[src/rtl/vmx_array_ctrl.sv]
// vmx_array_ctrl: command sequencer for the SIZE x SIZE weight-stationary vmx
// PE array. Loads weights row by row, streams compute vectors into the array's
// top edge with per-column skew, and de-skews the row products into one
// aligned result word per accepted vector.
//
// Ports:
//   clk, rst                 clock, synchronous active-high reset
//   cmd_valid/ready/op/len/simd   command interface (accepted only in IDLE)
//   in_valid/ready/data      input vector / weight word stream
//   out_valid/out_data       aligned row products (no backpressure)
//   busy, done               status; done pulses one cycle per command
//   arr_is_weight/simd_mode/vector   skewed drive into the array top edge
//   arr_product              per-row products from the array
//
// state     | meaning
// ----------+-------------------------------------------------------------
// S_IDLE    | waiting for a command, cmd_ready high
// S_LOAD    | accepting SIZE weight words, word k tagged for row k
// S_COMPUTE | accepting cmd_len vectors
// S_DRAIN   | LAT cycles for the last word to reach out_data
// S_DONE    | one-cycle done pulse
module vmx_array_ctrl #(
   parameter int SIZE           = 4,
   parameter int VECTOR_BITLEN  = 16,
   parameter int PRODUCT_BITLEN = 32
) (
   input  logic                             clk,
   input  logic                             rst,
   input  logic                             cmd_valid,
   output logic                             cmd_ready,
   input  logic                             cmd_op,
   input  logic [15:0]                      cmd_len,
   input  logic [SIZE-1:0]                  cmd_simd,
   input  logic                             in_valid,
   output logic                             in_ready,
   input  logic [VECTOR_BITLEN*SIZE-1:0]    in_data,
   output logic                             out_valid,
   output logic [PRODUCT_BITLEN*SIZE-1:0]   out_data,
   output logic                             busy,
   output logic                             done,
   output logic [8*SIZE-1:0]                arr_is_weight,
   output logic [SIZE-1:0]                  arr_simd_mode,
   output logic [VECTOR_BITLEN*SIZE-1:0]    arr_vector,
   input  logic [PRODUCT_BITLEN*SIZE-1:0]   arr_product
);

   localparam int LAT = 2*SIZE + 1;

   localparam logic [2:0] S_IDLE    = 3'd0;
   localparam logic [2:0] S_LOAD    = 3'd1;
   localparam logic [2:0] S_COMPUTE = 3'd2;
   localparam logic [2:0] S_DRAIN   = 3'd3;
   localparam logic [2:0] S_DONE    = 3'd4;

   logic [2:0]                        state;
   logic [15:0]                       rem;
   logic [7:0]                        drain_cnt;
   logic [SIZE-1:0]                   simd_lat;
   logic                              accept;
   logic [7:0]                        tag_next;
   logic [2*SIZE-1:0]                 cv_pipe;
   logic [PRODUCT_BITLEN*SIZE-1:0]    aligned_all;

   assign cmd_ready = (state == S_IDLE);
   assign busy      = (state != S_IDLE);
   assign done      = (state == S_DONE);
   // rem never reaches zero inside LOAD/COMPUTE, so the state alone decides
   assign in_ready  = (state == S_LOAD) || (state == S_COMPUTE);
   assign accept    = in_valid & in_ready;
   // rem counts down from SIZE in LOAD, so the k-th word gets tag k+1
   assign tag_next  = 8'(SIZE + 1) - rem[7:0];

   always_ff @(posedge clk) begin
      if (rst) begin
         state     <= S_IDLE;
         rem       <= '0;
         drain_cnt <= '0;
         simd_lat  <= '0;
      end else begin
         case (state)
            S_IDLE: begin
               if (cmd_valid) begin
                  simd_lat <= cmd_simd;
                  if (!cmd_op) begin
                     state <= S_LOAD;
                     rem   <= 16'(SIZE);
                  end else if (cmd_len == 16'd0) begin
                     state <= S_DONE;
                  end else begin
                     state <= S_COMPUTE;
                     rem   <= cmd_len;
                  end
               end
            end
            S_LOAD, S_COMPUTE: begin
               if (accept) begin
                  rem <= rem - 16'd1;
                  if (rem == 16'd1) begin
                     state     <= S_DRAIN;
                     drain_cnt <= 8'(LAT);
                  end
               end
            end
            S_DRAIN: begin
               drain_cnt <= drain_cnt - 8'd1;
               if (drain_cnt == 8'd1) state <= S_DONE;
            end
            S_DONE:  state <= S_IDLE;
            default: state <= S_IDLE;
         endcase
      end
   end

   // marks compute words; bit k is the word accepted k+1 cycles ago
   always_ff @(posedge clk) begin
      if (rst) cv_pipe <= '0;
      else     cv_pipe <= {cv_pipe[2*SIZE-2:0], accept && (state == S_COMPUTE)};
   end

   // input skew: column j sits behind j+1 registers (input register + j delays)
   for (genvar j = 0; j < SIZE; j++) begin : g_col
      logic [VECTOR_BITLEN-1:0] d_pipe [0:j];
      logic [7:0]               t_pipe [0:j];
      logic                     s_pipe [0:j];

      always_ff @(posedge clk) begin
         if (rst) begin
            for (int k = 0; k <= j; k++) begin
               d_pipe[k] <= '0;
               t_pipe[k] <= '0;
               s_pipe[k] <= 1'b0;
            end
         end else begin
            d_pipe[0] <= accept ? in_data[j*VECTOR_BITLEN +: VECTOR_BITLEN] : '0;
            t_pipe[0] <= (accept && (state == S_LOAD)) ? tag_next : 8'd0;
            s_pipe[0] <= simd_lat[j];
            for (int k = 1; k <= j; k++) begin
               d_pipe[k] <= d_pipe[k-1];
               t_pipe[k] <= t_pipe[k-1];
               s_pipe[k] <= s_pipe[k-1];
            end
         end
      end

      assign arr_vector[j*VECTOR_BITLEN +: VECTOR_BITLEN] = d_pipe[j];
      assign arr_is_weight[j*8 +: 8]                      = t_pipe[j];
      assign arr_simd_mode[j]                             = s_pipe[j];
   end

   // de-skew: row i leaves the array i cycles after row 0, so it is held
   // SIZE-1-i cycles to line up with the last row
   for (genvar i = 0; i < SIZE; i++) begin : g_row
      localparam int D = SIZE - 1 - i;
      if (D == 0) begin : g_nodly
         assign aligned_all[i*PRODUCT_BITLEN +: PRODUCT_BITLEN] =
            arr_product[i*PRODUCT_BITLEN +: PRODUCT_BITLEN];
      end else begin : g_dly
         logic [PRODUCT_BITLEN-1:0] dly [0:D-1];
         always_ff @(posedge clk) begin
            if (rst) begin
               for (int k = 0; k < D; k++) dly[k] <= '0;
            end else begin
               dly[0] <= arr_product[i*PRODUCT_BITLEN +: PRODUCT_BITLEN];
               for (int k = 1; k < D; k++) dly[k] <= dly[k-1];
            end
         end
         assign aligned_all[i*PRODUCT_BITLEN +: PRODUCT_BITLEN] = dly[D-1];
      end
   end

   // out_data holds between results
   always_ff @(posedge clk) begin
      if (rst) begin
         out_valid <= 1'b0;
         out_data  <= '0;
      end else begin
         out_valid <= cv_pipe[2*SIZE-1];
         if (cv_pipe[2*SIZE-1]) out_data <= aligned_all;
      end
   end

endmodule
[config.mk]
export PLATFORM = sky130hd
export DESIGN_NAME = vmx_array_ctrl
export DESIGN_NICKNAME = d
export VERILOG_FILES = /design/src/rtl/vmx_array_ctrl.sv
export SDC_FILE = /design/constraint.sdc
export NUM_CORES = 1
export LEC_CHECK = 0
export ABC_AREA = 1
export CORE_MARGIN = 3
export CORE_UTILIZATION = 26
export CTS_CLUSTER_DIAMETER = 40
export DETAILED_ROUTE_END_ITERATION = 8
export PLACE_DENSITY = 0.45
export SKIP_LAST_GASP = 1
export SYNTH_ARGS = -nofsm -noshare
export SYNTH_HDL_FRONTEND = slang
export SYNTH_SLANG_ARGS = --single-unit
export TNS_END_PERCENT = 50
[constraint.sdc]
create_clock -name clk -period 2.5 [get_ports clk]
set_input_delay 0.75 -clock clk [delete_from_list [all_inputs] [get_ports clk]]
set_output_delay 0.75 -clock clk [all_outputs]
set_load 0.005 [all_outputs]
**Word level (Yosys, flattened, before mapping)**

Memory sizes are Yosys's and may differ from the RTL's. A register that Yosys moved wholly into a read port is not among the register bits.
Index checks and enable logic that the tools add are counted.
Widths: inputs -> output; s select.

- Equality and inequality tests: 11
- Multiplexer cells: 63
- Bitwise operators: 33
- Reductions and logical operators: 17
- Add/subtract/negate cells: 3

Operators with widths:

| cell | count |
|---|---|
| $mux 16 | 18 |
| $mux 32 | 6 |
| $mux 8 | 13 |
| $or 1x1->1 | 32 |
| $pmux 16 s2 | 1 |
| $reduce_or 32->1 | 1 |
| $mux 3 | 6 |
| $mux 1 | 17 |
| $eq 16x1->1 const B | 1 |
| $logic_not 16->1 | 1 |
| $pmux 8 s2 | 1 |
| $reduce_or 16->1 | 1 |
| $sub 16x1->16 const B | 1 |
| $pmux 3 s3 | 1 |
| $eq 8x1->1 const B | 1 |
| $ne 2x2->1 const B | 4 |
| $reduce_and 4->1 | 2 |
| $reduce_or 8->1 | 1 |
| $sub 3x8->8 const A | 1 |
| $sub 8x1->8 const B | 1 |
| $eq 3x2->1 const B | 2 |
| $reduce_bool 2->1 | 2 |
| $eq 3x1->1 const B | 1 |
| $eq 3x3->1 const B | 1 |
| 10 further kinds | 11 |

- Memories kept: 15
- Logic and storage cells: 149
- Output and inout bits: 233
- Bits of input ports: 217
- Bits in writable memories: 442
- Flip-flop bits (word level): 168

Memories:

| memory | words | bits a word | rd ports | clocked after memory_dff | wr ports | line | source |
|---|---|---|---|---|---|---|---|
| g_row[0].g_dly.dly | 3 | 32 | 3 | 1 | 3 | 158 | `logic [PRODUCT_BITLEN-1:0] dly [0:D-1];` |
| g_col[3].d_pipe | 4 | 16 | 4 | 0 | 4 | 122 | `logic [VECTOR_BITLEN-1:0] d_pipe [0:j];` |
| g_row[1].g_dly.dly | 2 | 32 | 2 | 1 | 2 | 158 |  |
| g_col[2].d_pipe | 3 | 16 | 3 | 0 | 3 | 122 |  |
| g_col[1].d_pipe | 2 | 16 | 2 | 0 | 2 | 122 |  |
| g_col[3].t_pipe | 4 | 8 | 4 | 0 | 4 | 123 | `logic [7:0] t_pipe [0:j];` |
| 9 more memories | -- | -- | -- | -- | -- | -- |  |

**Depth between registers and ports, before layout**

- Depth in word-level cells: 6
- Gate-level depth with buffers: 11
- Gate-level depth less buffers: 11

**Worst setup path before layout**

No wires, ideal clock.

- Kind: input to register
- From: input rst
- To: register out_data[126]
- Slack: 0.752 ns
- Buffers on the path: 3
- Library setup time: 0.064 ns
- Required time: 2.436 ns
- Arrival: 1.684 ns
- Stages on the path: 6
- Cell sequence: clkbuf_1 > inv_1 > clkbuf_1 > clkbuf_1 > o21ai_0 > nor2_1

RTL lines:

| element | line | source |
|---|---|---|
| from (decl) | 28 | `input logic rst,` |
| to (signal assigned) | 178 | `if (cv_pipe[2*SIZE-1]) out_data <= aligned_all;` |
| to (decl) | 38 | `output logic [PRODUCT_BITLEN*SIZE-1:0] out_data,` |

**Worst setup path after layout**

- From: register state[0]
- To: output cmd_ready

- Cells in the longest elaborated chain, start to end: 1

RTL lines:

| element | line | source |
|---|---|---|
| from (decl) | 55 | `logic [2:0] state;` |
| from (signal assigned) | 75 | `state <= S_IDLE;` |
| from (signal assigned) | 85 | `state <= S_LOAD;` |
| from (signal assigned) | 88 | `state <= S_DONE;` |
| $logic_not 3->1 | 64 | `assign cmd_ready = (state == S_IDLE);` |
| to (decl) | 30 | `output logic cmd_ready,` |

No other way between the ends.

==> summary.txt <==
Htree depth -> 3
Switching Share -> 25.17%
Hold_buf cts -> 0
Root buf cell -> clkbuf_16
Routability cong. -> 0.7905
Hold WC Path Type -> register to register
Max rail drop VDD -> 0.5454 mV
CTS tree -> built
CP Launch Type -> register
Failing checks -> setup timing
Worst Path Buf+Inv -> 2
Synthesized area -> 18,150 um^2
Core Util, Final -> 39.23%
Reg power frac -> 35.9%
Design area -> 27,000 um^2
Layout cells sized above 1 -> 8.557%
Worst Setup End Kind -> output pin
Total power -> 26,960 uW
WL/cell -> 13.47 um
Least-Margin Pin Slew -> 0.6587 ns
Mean post-synth cell area -> 8.194 um^2
Vias per std cell -> 3.877
Initial antenna violation count -> 12
Max cap viols -> 0
Warnings from Yosys -> 0
Rel. slew slack -> 56.09%
Top-level I/O count -> 450
Worst-path clk slew -> 0.05 ns
Pint -> 20,170 uW
Clock Skews -> 0.01894 ns
CTS buffer count -> 102
Post-DP Area -> 23,260 um^2
Starting Density -> 26.37%
CP max stage delay -> 0.50 ns
Post-place setup slack -> 0.1181 ns
Final Hold Fails -> 0
Vias in the first global route -> 14,080
Pin count of the biggest net entering global routing -> 139
Leak Pwr -> 0.01186 uW
Psw -> 6784 uW
Min cycle time layout -> 2.513 ns
Port-buffer cells -> 449
Drt first pass iters -> 4
Post-route DRC -> 0
FF+latch count, synth -> 562
Final setup fails -> 1
Vias -> 14,180
CP Max Fanout -> 6
Register area share after synthesis -> 61.99%
Clock Power Share -> 53.9%
Worst endpoint required time -> 1.75 ns
Combinational share of power -> 10.2%
Slowest CP cell -> clkdlybuf4s50_1
Post-synth ARST share -> 0%
Crit path DAT -> 1.76 ns
Die H -> 270.2 um
Total core area -> 68,830 um^2
P&R area growth vs syn -> 48.77%
Final setup margin -> -0.01262 ns
Power per standard cell area -> 998.3 nW/um^2
DRT Wirelength -> 49,250 um
Drt initial violations -> 513
Final max-slew violation count -> 0
Maximum root-to-sink buffer count -> 3
# rows -> 96
Die footprint -> 73,010 um^2
Clock Sinks -> 562
Congestion Overflow GR -> 0
Fillcell total -> 7,043
Max Freq -> 398.0 MHz
Crit Path Class -> register to output pin
Syn Nets -> 2,439
RSZ-0062 raised after global routing -> yes
Die width -> 270.2 um
Crit share post-route -> 100.5%
Synth cell types -> 32
Primary FF master, synth -> dfxtp_1
DP HPWL -> 33,540 um
Overall global routing resource usage -> 13.26%
Number of flops mapped to enable cells by yosys -> 0
Status -> complete, but fails checks
Worst path top cell family by delay -> buffers and inverters
Post-DRT Antenna Nets -> 0
Cells along the critical path -> nor2_4, nand2_4, inv_1, clkdlybuf4s50_1
Gate Count Post-Synth -> 2,215
Total Nets Final -> 2,860
First-pass GRT wire length -> 77,110 um
Worst skew pair latency -> 0.63 ns
final timing paths:
| path | start | endpoint | slack (ns) | depth (start not counted) |
|---|---|---|---|---|
| worst min register to register | g_row[0].g_dly.dly[1][0]$_SDFF_PP0_ | g_row[0].g_dly.dly[2][0]$_SDFF_PP0_ | 0.39 | 2 |
| worst max-delay path | state[0]$_SDFFE_PP0P_ | cmd_ready | -0.01 | 4 |
| worst max register to register | state[1]$_SDFFE_PP0P_ | rem[11]$_SDFFE_PP0P_ | 0.62 | 10 |
| worst min-delay path | g_row[0].g_dly.dly[1][0]$_SDFF_PP0_ | g_row[0].g_dly.dly[2][0]$_SDFF_PP0_ | 0.39 | 2 |
worst reg2reg max path, delay by kind of cell (launching register included):
kind,cells,cell delay (ns)
simple gates,8,1.01
flops,1,0.45
buf+inv,2,0.30
cell families after synthesis:
| kind of cell | count (synthesis) | share of synthesized area, % |
|---|---|---|
| compound gates | 193 | 5.432 |
| xor+xnor | 4 | 0.1931 |
| fa+ha+maj | 7 | 0.4825 |
| buf+inv | 573 | 13.06 |
| flops | 562 | 61.99 |
| simple gates | 876 | 18.85 |
Yosys cell counts, types with 2 or more instances:
cell type	instances	area [um^2]
xor2_1	2	17.52
inv_1	426	1599
buf_4	52	390.4
nor2_1	722	2710
o21ai_0	147	735.7
a21oi_2	3	26.28
clkbuf_1	83	311.6
xnor2_1	2	17.52
dfxtp_1	562	11250
buf_2	7	35.03
o21ai_1	13	65.06
nand3_2	3	30.03
nand2_2	4	25.02
buf_6	2	22.52
or2_2	2	12.51
nand4_1	5	31.28
a21oi_1	27	135.1
nand2_1	98	367.9
nor2_4	2	22.52
nor2_2	8	50.05
nand3_1	28	140.1
ha_1	7	87.58
power groups by stage:
stage          combinational, uW  clock (uW)  sequential (uW)
6_report                    2740       14500             9680
5_1_grt                     3120       15400             9730
4_1_cts                     2800       15000             9680
3_5_place_dp                2780           0             9860
3_3_place_gp                2770           0             9860
2_1_floorplan               1770           0             9790
routing by layer:
layer  GRT usage [%]  wire [um]  up-vias
met5               0        125        -
met4           5.508       1353       18
met3           5.605       4105      112
met2           22.43      23550      337
met1           14.65      20110     6415
li1                -          -     7298
flip-flops by register name, summed over array words and instances (netlist names):
name / flops
rem: 16
g_col.t_pipe: 32
g_col.s_pipe: 10
g_col.d_pipe: 160
cv_pipe: 8
state: 3
simd_lat: 4
out_data: 128
out_valid: 1
g_row.g_dly.dly: 192
drain_cnt: 8
cell type report:
type / count / area, um^2 / area share, %
clock buffers: 117 / 2761 / 10.23
multi-input cells: 1080 / 4547 / 16.84
flip-flops and latches: 562 / 11260 / 41.69
clock inverters: 74 / 953.4 / 3.531
inverters: 428 / 1612 / 5.969
repair buffers: 462 / 4698 / 17.40
diodes: 3 / 7.507 / 0.02780
well taps: 931 / 1165 / 4.314
through the flow:
stage	cells	hold WS, ns	setup TNS, ns
floorplan	2215	0.3883	0
global placement	3463	0.3844	0
detailed placement	3463	0.3916	0
CTS	3654	0.3806	-0.2034
global route	3656	0.3969	-0.1897
finish	3657	0.3879	-0.01262
cells in the final DEF, fill, tap and decap left out, types with 12 or more instances in the layout:
master	synthesis	final
o21ai_0	147	147
dfxtp_1	562	559
clkinv_2	0	12
nand2_1	98	98
bufinv_16	0	15
nor2_1	722	722
inv_6	0	13
o21ai_1	13	13
nand3_1	28	28
clkinvlp_4	0	17
inv_1	426	424
clkbuf_16	0	104
a21oi_1	27	27
clkdlybuf4s50_1	0	446
what timing repair did:
action	in CTS	in global routing
pin swaps	2	1
resized for setup	5	1
setup buffers	0	0
endpoints found under the setup margin	4	3
Power figures use the tool's default switching activity.
